**config.mk**
```make
export PLATFORM = sky130hd
export DESIGN_NAME = regfile_banked_flat
export DESIGN_NICKNAME = d
export VERILOG_FILES = /design/src/rtl/regfile_banked_if.sv /design/src/rtl/regfile_banked.sv /design/src/flat_wrapper.sv
export SDC_FILE = /design/constraint.sdc
export NUM_CORES = 1
export LEC_CHECK = 0
export BUFFER_PORTS_ARGS = -buffer_cell sky130_fd_sc_hd__buf_4
export CAP_MARGIN = 40
export CORE_ASPECT_RATIO = 0.8
export CORE_UTILIZATION = 40
export CTS_BUF_LIST = sky130_fd_sc_hd__clkbuf_4 sky130_fd_sc_hd__clkbuf_8
export CTS_CLUSTER_DIAMETER = 50
export DETAILED_ROUTE_END_ITERATION = 8
export PLACE_DENSITY_LB_ADDON = 0.3
export SYNTH_ARGS = -nofsm -noshare
export SYNTH_HDL_FRONTEND = slang
export SYNTH_SLANG_ARGS = --single-unit
export TNS_END_PERCENT = 10
```
**constraint.sdc**
```tcl
create_clock -name clk -period 6.7 [get_ports clk]
set_input_delay 0.67 -clock clk [delete_from_list [all_inputs] [get_ports clk]]
set_output_delay 0.67 -clock clk [all_outputs]
set_load 0.01 [all_outputs]
```
**src/rtl/regfile_banked_if.sv**
```systemverilog
// Register-file access bundle between the decoder/sequencer (master)
// and the banked register file (slave).
interface regfile_banked_if #(
   parameter int W  = 16,
   parameter int AW = 4,
   parameter int BW = 1
);
   logic [AW-1:0] rsa, rda, wa;
   logic [W-1:0]  rsrc, rdst, wd, isr_vec, pc, sp;
   logic          we, wbyte, inc_src, inc_dst, pc_inc, sp_dec, sr_we;
   logic          int_enter, int_exit;
   logic [3:0]    flags_in, flags;
   logic          gie, bank_ovf, bank_unf;
   logic [BW-1:0] bank;

   modport master (
      output rsa, rda, we, wa, wd, wbyte, inc_src, inc_dst, pc_inc, sp_dec,
             sr_we, flags_in, int_enter, isr_vec, int_exit,
      input  rsrc, rdst, pc, sp, flags, gie, bank, bank_ovf, bank_unf
   );

   modport slave (
      input  rsa, rda, we, wa, wd, wbyte, inc_src, inc_dst, pc_inc, sp_dec,
             sr_we, flags_in, int_enter, isr_vec, int_exit,
      output rsrc, rdst, pc, sp, flags, gie, bank, bank_ovf, bank_unf
   );
endinterface

```
**src/rtl/regfile_banked.sv**
```systemverilog
// Banked CPU register file: shared PC/SP/SR/CG2 plus per-bank general
// registers that switch on interrupt entry/exit.
module regfile_banked #(
   parameter int          W       = 16,
   parameter int          NREG    = 16,
   parameter int          NBANK   = 2,
   parameter logic [15:0] SR_MASK = 16'h01FF,
   parameter int          BYPASS  = 1
) (
   input logic             clk,
   input logic             rst,
   regfile_banked_if.slave bus
);
   localparam int AW = $clog2(NREG);
   localparam int BW = (NBANK > 1) ? $clog2(NBANK) : 1;
   localparam logic [W-1:0] SRM = W'(SR_MASK);
   localparam logic [BW-1:0] BANK_TOP = BW'(NBANK - 1);

   logic [W-1:0]  pc_q, sp_q, sr_q;
   logic [W-1:0]  gr [NBANK][NREG];
   logic [W-1:0]  saved_sr [NBANK];
   logic [BW-1:0] bank_q;
   logic          ovf_q, unf_q;

   logic [W-1:0]  wbase, wval, sr_flags;
   logic          upd_en [3];
   logic [AW-1:0] upd_a [3];
   logic [W-1:0]  upd_v [3];

   function automatic logic [W-1:0] rd_raw(input logic [AW-1:0] a);
      if (a == AW'(0))      return pc_q;
      else if (a == AW'(1)) return sp_q;
      else if (a == AW'(2)) return sr_q;
      else if (a == AW'(3)) return '0;
      else                  return gr[bank_q][a];
   endfunction

   function automatic logic [W-1:0] inc_amt(input logic [AW-1:0] a);
      return (!bus.wbyte || a < AW'(2)) ? W'(2) : W'(1);
   endfunction

   always_comb begin
      wbase = bus.wbyte ? {{(W-8){1'b0}}, bus.wd[7:0]} : bus.wd;
      if (bus.wa == AW'(0) || bus.wa == AW'(1)) wval = {wbase[W-1:1], 1'b0};
      else if (bus.wa == AW'(2))                wval = wbase & SRM;
      else                                      wval = wbase;

      sr_flags    = sr_q;
      sr_flags[8] = bus.flags_in[3];
      sr_flags[2] = bus.flags_in[2];
      sr_flags[1] = bus.flags_in[1];
      sr_flags[0] = bus.flags_in[0];
      sr_flags    = sr_flags & SRM;

      // Slots ordered lowest to highest priority; later slots override.
      upd_en[0] = bus.inc_src && bus.rsa != AW'(2) && bus.rsa != AW'(3);
      upd_a[0]  = bus.rsa;
      upd_v[0]  = rd_raw(bus.rsa) + inc_amt(bus.rsa);
      upd_en[1] = bus.inc_dst && bus.rda != AW'(2) && bus.rda != AW'(3);
      upd_a[1]  = bus.rda;
      upd_v[1]  = rd_raw(bus.rda) + inc_amt(bus.rda);
      upd_en[2] = bus.we && bus.wa != AW'(3);
      upd_a[2]  = bus.wa;
      upd_v[2]  = wval;

      bus.rsrc = rd_raw(bus.rsa);
      bus.rdst = rd_raw(bus.rda);
      if (BYPASS != 0 && bus.we && bus.wa != AW'(3)) begin
         if (bus.wa == bus.rsa) bus.rsrc = wval;
         if (bus.wa == bus.rda) bus.rdst = wval;
      end
   end

   always_ff @(posedge clk) begin
      if (rst) begin
         pc_q   <= '0;
         sp_q   <= '0;
         sr_q   <= '0;
         bank_q <= '0;
         ovf_q  <= 1'b0;
         unf_q  <= 1'b0;
         for (int b = 0; b < NBANK; b++) begin
            saved_sr[b] <= '0;
            for (int r = 0; r < NREG; r++) gr[b][r] <= '0;
         end
      end else begin
         ovf_q <= 1'b0;
         unf_q <= 1'b0;
         if (bus.pc_inc) pc_q <= pc_q + W'(2);
         if (bus.sp_dec) sp_q <= sp_q - W'(2);
         if (bus.sr_we)  sr_q <= sr_flags;
         for (int k = 0; k < 3; k++) begin
            if (upd_en[k]) begin
               if (upd_a[k] == AW'(0))      pc_q <= upd_v[k];
               else if (upd_a[k] == AW'(1)) sp_q <= upd_v[k];
               else if (upd_a[k] == AW'(2)) sr_q <= upd_v[k];
               else                         gr[bank_q][upd_a[k]] <= upd_v[k];
            end
         end
         // Entry saves SR even on overflow so the context stays consistent.
         if (bus.int_enter) begin
            pc_q             <= {bus.isr_vec[W-1:1], 1'b0};
            sr_q             <= '0;
            saved_sr[bank_q] <= sr_q;
            if (bank_q < BANK_TOP) bank_q <= bank_q + 1'b1;
            else                   ovf_q  <= 1'b1;
         end else if (bus.int_exit) begin
            if (bank_q != '0) begin
               bank_q <= bank_q - 1'b1;
               sr_q   <= saved_sr[bank_q - 1'b1];
            end else begin
               unf_q <= 1'b1;
            end
         end
      end
   end

   assign bus.pc       = pc_q;
   assign bus.sp       = sp_q;
   assign bus.flags    = {sr_q[8], sr_q[2], sr_q[1], sr_q[0]};
   assign bus.gie      = sr_q[3];
   assign bus.bank     = bank_q;
   assign bus.bank_ovf = ovf_q;
   assign bus.bank_unf = unf_q;
endmodule

```
**src/flat_wrapper.sv**
```systemverilog
// flat-port wrapper written by rule: the top's interface ports become plain ports
module regfile_banked_flat 
#(
   parameter int          W       = 16,
   parameter int          NREG    = 16,
   parameter int          NBANK   = 2,
   parameter logic [15:0] SR_MASK = 16'h01FF,
   parameter int          BYPASS  = 1
)
  (clk, rst, bus_rsa, bus_rda, bus_we, bus_wa, bus_wd, bus_wbyte, bus_inc_src, bus_inc_dst, bus_pc_inc, bus_sp_dec, bus_sr_we, bus_flags_in, bus_int_enter, bus_isr_vec, bus_int_exit, bus_rsrc, bus_rdst, bus_pc, bus_sp, bus_flags, bus_gie, bus_bank, bus_bank_ovf, bus_bank_unf);
  regfile_banked_if #(.W(W), .AW(4), .BW(1)) bus_i ();
  input logic clk;
  input logic rst;
  input wire logic [$bits(bus_i.rsa)-1:0] bus_rsa;
  input wire logic [$bits(bus_i.rda)-1:0] bus_rda;
  input wire logic [$bits(bus_i.we)-1:0] bus_we;
  input wire logic [$bits(bus_i.wa)-1:0] bus_wa;
  input wire logic [$bits(bus_i.wd)-1:0] bus_wd;
  input wire logic [$bits(bus_i.wbyte)-1:0] bus_wbyte;
  input wire logic [$bits(bus_i.inc_src)-1:0] bus_inc_src;
  input wire logic [$bits(bus_i.inc_dst)-1:0] bus_inc_dst;
  input wire logic [$bits(bus_i.pc_inc)-1:0] bus_pc_inc;
  input wire logic [$bits(bus_i.sp_dec)-1:0] bus_sp_dec;
  input wire logic [$bits(bus_i.sr_we)-1:0] bus_sr_we;
  input wire logic [$bits(bus_i.flags_in)-1:0] bus_flags_in;
  input wire logic [$bits(bus_i.int_enter)-1:0] bus_int_enter;
  input wire logic [$bits(bus_i.isr_vec)-1:0] bus_isr_vec;
  input wire logic [$bits(bus_i.int_exit)-1:0] bus_int_exit;
  output wire logic [$bits(bus_i.rsrc)-1:0] bus_rsrc;
  output wire logic [$bits(bus_i.rdst)-1:0] bus_rdst;
  output wire logic [$bits(bus_i.pc)-1:0] bus_pc;
  output wire logic [$bits(bus_i.sp)-1:0] bus_sp;
  output wire logic [$bits(bus_i.flags)-1:0] bus_flags;
  output wire logic [$bits(bus_i.gie)-1:0] bus_gie;
  output wire logic [$bits(bus_i.bank)-1:0] bus_bank;
  output wire logic [$bits(bus_i.bank_ovf)-1:0] bus_bank_ovf;
  output wire logic [$bits(bus_i.bank_unf)-1:0] bus_bank_unf;
  assign bus_i.rsa = bus_rsa;
  assign bus_i.rda = bus_rda;
  assign bus_i.we = bus_we;
  assign bus_i.wa = bus_wa;
  assign bus_i.wd = bus_wd;
  assign bus_i.wbyte = bus_wbyte;
  assign bus_i.inc_src = bus_inc_src;
  assign bus_i.inc_dst = bus_inc_dst;
  assign bus_i.pc_inc = bus_pc_inc;
  assign bus_i.sp_dec = bus_sp_dec;
  assign bus_i.sr_we = bus_sr_we;
  assign bus_i.flags_in = bus_flags_in;
  assign bus_i.int_enter = bus_int_enter;
  assign bus_i.isr_vec = bus_isr_vec;
  assign bus_i.int_exit = bus_int_exit;
  assign bus_rsrc = bus_i.rsrc;
  assign bus_rdst = bus_i.rdst;
  assign bus_pc = bus_i.pc;
  assign bus_sp = bus_i.sp;
  assign bus_flags = bus_i.flags;
  assign bus_gie = bus_i.gie;
  assign bus_bank = bus_i.bank;
  assign bus_bank_ovf = bus_i.bank_ovf;
  assign bus_bank_unf = bus_i.bank_unf;
  regfile_banked #(.W(W), .NREG(NREG), .NBANK(NBANK), .SR_MASK(SR_MASK), .BYPASS(BYPASS)) u_core (.clk(clk), .rst(rst), .bus(bus_i));
endmodule
```
==> impl_summary.md <==
Critical path
The critical setup path kind is reg -> out. The signal on the critical path passes through buf_12 > buf_12 > mux2i_1 > o2bb2ai_1 > a2111oi_1 > a31oi_1 > a221oi_4 > o21ai_0 > buf_4. The reg-to-reg setup timing slack is 0.75 ns. The worst register-to-register path ends at u_core.gr[1][70]. The most frequent cell on the critical path is buf_12. The type of element launching the critical path is a flop. STA puts the critical path data arrival time at 5.31 ns.

The largest single stage delay on the critical path is 0.86 ns. The type of element capturing the critical path is an output port. In this run the worst path has a maximum fanout of 50. The critical path data required time is 6.03 ns. The worst-path cell with the longest stage delay is a2111oi_1. The worst register-to-register path has a depth of 15.

Global routing
The initial antenna violation count came to 15. The largest net degree at the start of global routing is 197. The number of global-route vias before repair is 28,822.

The aggregate global-route resource usage is 41.4%. The total global routing overflow is 0. The first-pass GRT wire length is 235 mm.

STA
Setup violations remaining at the end of the flow were counted as 0. Setup repair after global routing left no endpoint under its margin. The worst path in the final design needs a cycle of 5.98 ns, including I/O delays and setup. The achievable clock frequency is 167 MHz. The final clock skew is 0.0649 ns. The final max-slew violation count was 0. In this run the tightest slew margin relative to its limit is 19.8%. The period utilization is 89.3%.

The final total negative setup slack is 0 ns. The actual transition at the worst max-transition pin is 1.20 ns. The hold violation count in the final report was 0.

Detailed routing
The first routing iteration left 5,561 violations. After detailed routing, the total wire length is 175 mm. Using the TritonRoute via totals, the vias-per-cell ratio works out to 6.88. The average wire length per cell after detail routing is 38.1 um.

The detail route stage leaves a number of antenna-violating nets equal to 0. The pre-antenna-repair detailed-routing pass consisted of 8 iterations. The total vias in the final route is 31,554. The number of remaining DRC errors is 0.

Synthesis
The number of enable-type register cells in the synthesized netlist is 455. The distinct cell type count after synthesis is 95. The mean instance size in the synthesized netlist is 10.1 um^2. The share of the yosys chip area belonging to registers is 45.0%. The total standard cell area after synthesis is 32,700 um^2. The fraction of synthesis flops using an asynchronous set or reset pin is 0%.

The share of synthesized area in the top cell type comes to 41.8%. For this run, the number of Yosys warnings is 0. The most used flip-flop cell after synthesis is edfxtp_1. In this run, synthesis produced a sequential element count of 507. The synthesized design spends more area on one cell type than any other, namely edfxtp_1. The post-synthesis instance total is 3,244. Ranked by total cell area, the synthesized netlist is headed by edfxtp_1 (42%), mux4_2 (7.4%), mux2i_1 (7.2%).

Placed design
The congestion estimate from routability-driven global placement came to 1.15. The count of input and output buffers is 129. Once placement finished, the instance area stood at 36,000 um^2. The wire-length estimate of the detail-placed layout is 126 mm.

After detailed placement, the design holds a cell count of 4,408.

Clock tree
The clock transition at the registers of the reported paths is 0.06 ns. The H-tree was split into 3 levels. The deepest clock path buffer count is 3. The post-cts sizing count is 0.

The number of setup buffers added after CTS is 0. The clock insertion delay at the later pin of the skew report is 0.77 ns. The clock sink count is 507. The total CTS buffers is 90. TritonCTS built the clock tree.

Hold repair after CTS inserted 0 buffers. Clock tree synthesis selected as its root buffer the cell clkbuf_8.

Power and ir drop
The power per cell area is 260 nW/um^2. Across the VDD grid, the largest voltage drop is 151 uV. After layout, the design draws a total of 9860 uW.

The analysis attributes to cell leakage a power of 0.0139 uW.

Worst hold path
The worst hold path passes through 2 cells. The destination of the worst hold path is u_core.bus.pc[7]. The startpoint of the lowest-slack hold path is bus_isr_vec[7].

The tightest min-delay check is of the in -> reg type.

Floorplan
The core region is 80,800 um^2. The die extent in x is 322 um. The die covers 82,900 um^2.

The floorplan has 93 rows. 131 I/O pins were placed. The die boundary height is 258 um. For this configuration, the core starts out at a cell density of 40.5%.

Cells and area
In the layout the commonest cells are edfxtp_1 (455), nor2_1 (429), nand2_1 (346), buf_4 (321), mux2i_1 (236). Of the cells placed in the final design, the portion with a size suffix greater than 1 is 20.4%. The final design area excluding fillers is 37,900 um^2. After filler insertion, the fill cell instance count of the layout stands at 7,686. The most common cell after layout, fill and taps aside is edfxtp_1. The relative area change from synthesis to final layout is 16.0%. The final non-filler cell total is 4,585. At the end of the flow, the number of nets in the layout was 3,478.

Flow run
The max-capacitance violation count is 0.

Run status
The flow ran to the end, and the final reports show no timing, DRC or antenna violations.
worst max-delay path by stage:
stage | from | endpoint
3_5_place_dp | bus_rsa[1] | u_core.gr[1][70]
6_report | flop | bus_rsrc[6]
2_1_floorplan | flop | u_core.gr[0][20]
5_1_grt | flop | bus_rsrc[6]
4_1_cts | flop | bus_rsrc[6]
3_3_place_gp | bus_rsa[1] | u_core.gr[0][134]
area by class of cell:
type	count	area, um^2	area share, %
well taps	1092	1370	3.60
clock inverters	47	397	1.05
flip-flops and latches	507	14700	38.8
repair buffers	363	3170	8.35
clock buffers	118	1460	3.85
inverters	20	75.1	0.198
multi-input cells	2429	16700	44.1
diodes	9	22.5	0.0594
sequential cells by signal (all words and copies together) (netlist names), named ones only:
name,cells
u_core.gr,439
u_core.bus.pc,16
u_core.bus.sp,16
u_core.saved_sr,16
u_core.sr_q,16
u_core.bus.bank,1
u_core.bus.bank_ovf,1
u_core.bus.bank_unf,1
kinds of logic after synthesis:
family	share of synthesized area (%)
mux	15.9
compound gates	14.5
simple gates	17.5
fa+ha+maj	0.352
flops	45.0
xor+xnor	1.91
other cells	0.0115
buf+inv	4.83
power breakdown:
group / internal, uW / total, uW / switching [uW]
clock: 1670 / 3120 / 1460
combinational: 897 / 2770 / 1870
sequential: 3770 / 3960 / 196
total: 6330 / 9860 / 3530
cell usage after synthesis (50+ instances only):
master and instances:
edfxtp_1 455, nor2_1 432, nand2_1 346, mux2i_1 236, clkbuf_1 214, a21oi_1 143
nor3_1 138, a211oi_1 110, o22ai_1 109, mux4_2 108, o21ai_0 83, a31oi_1 71
and2_1 67, dfxtp_1 52, nand3_1 50
worst max-delay path: cells and delay by family (launching register included):
kind	cells	cell delay, ns
AOI/OAI and AO/OA	5	2.18
muxes	1	0.57
DFF	1	0.81
buffers and inverters	3	0.85
metrics by stage:
step | utilization (%) | setup WS (ns) | hold WS [ns]
4_1_cts | 46.9 | 0.937 | 0.0756
3_5_place_dp | 44.6 | 0.932 | 0.483
5_1_grt | 46.9 | 0.813 | 0.102
3_3_place_gp | 43.9 | 0.918 | 0.475
2_1_floorplan | - | 1.42 | 0.461
6_report | 47.0 | 0.718 | 0.101
routing by layer:
metal,vias up,GRT usage (%),part of all wire (%)
met4,12,22.8,7.0
met1,15274,54.3,36
met2,3033,55.8,39
met3,663,19.5,18
li1,12572,-,-
met5,-,0,0.045
No activity file was read; power rests on OpenSTA's default activity.
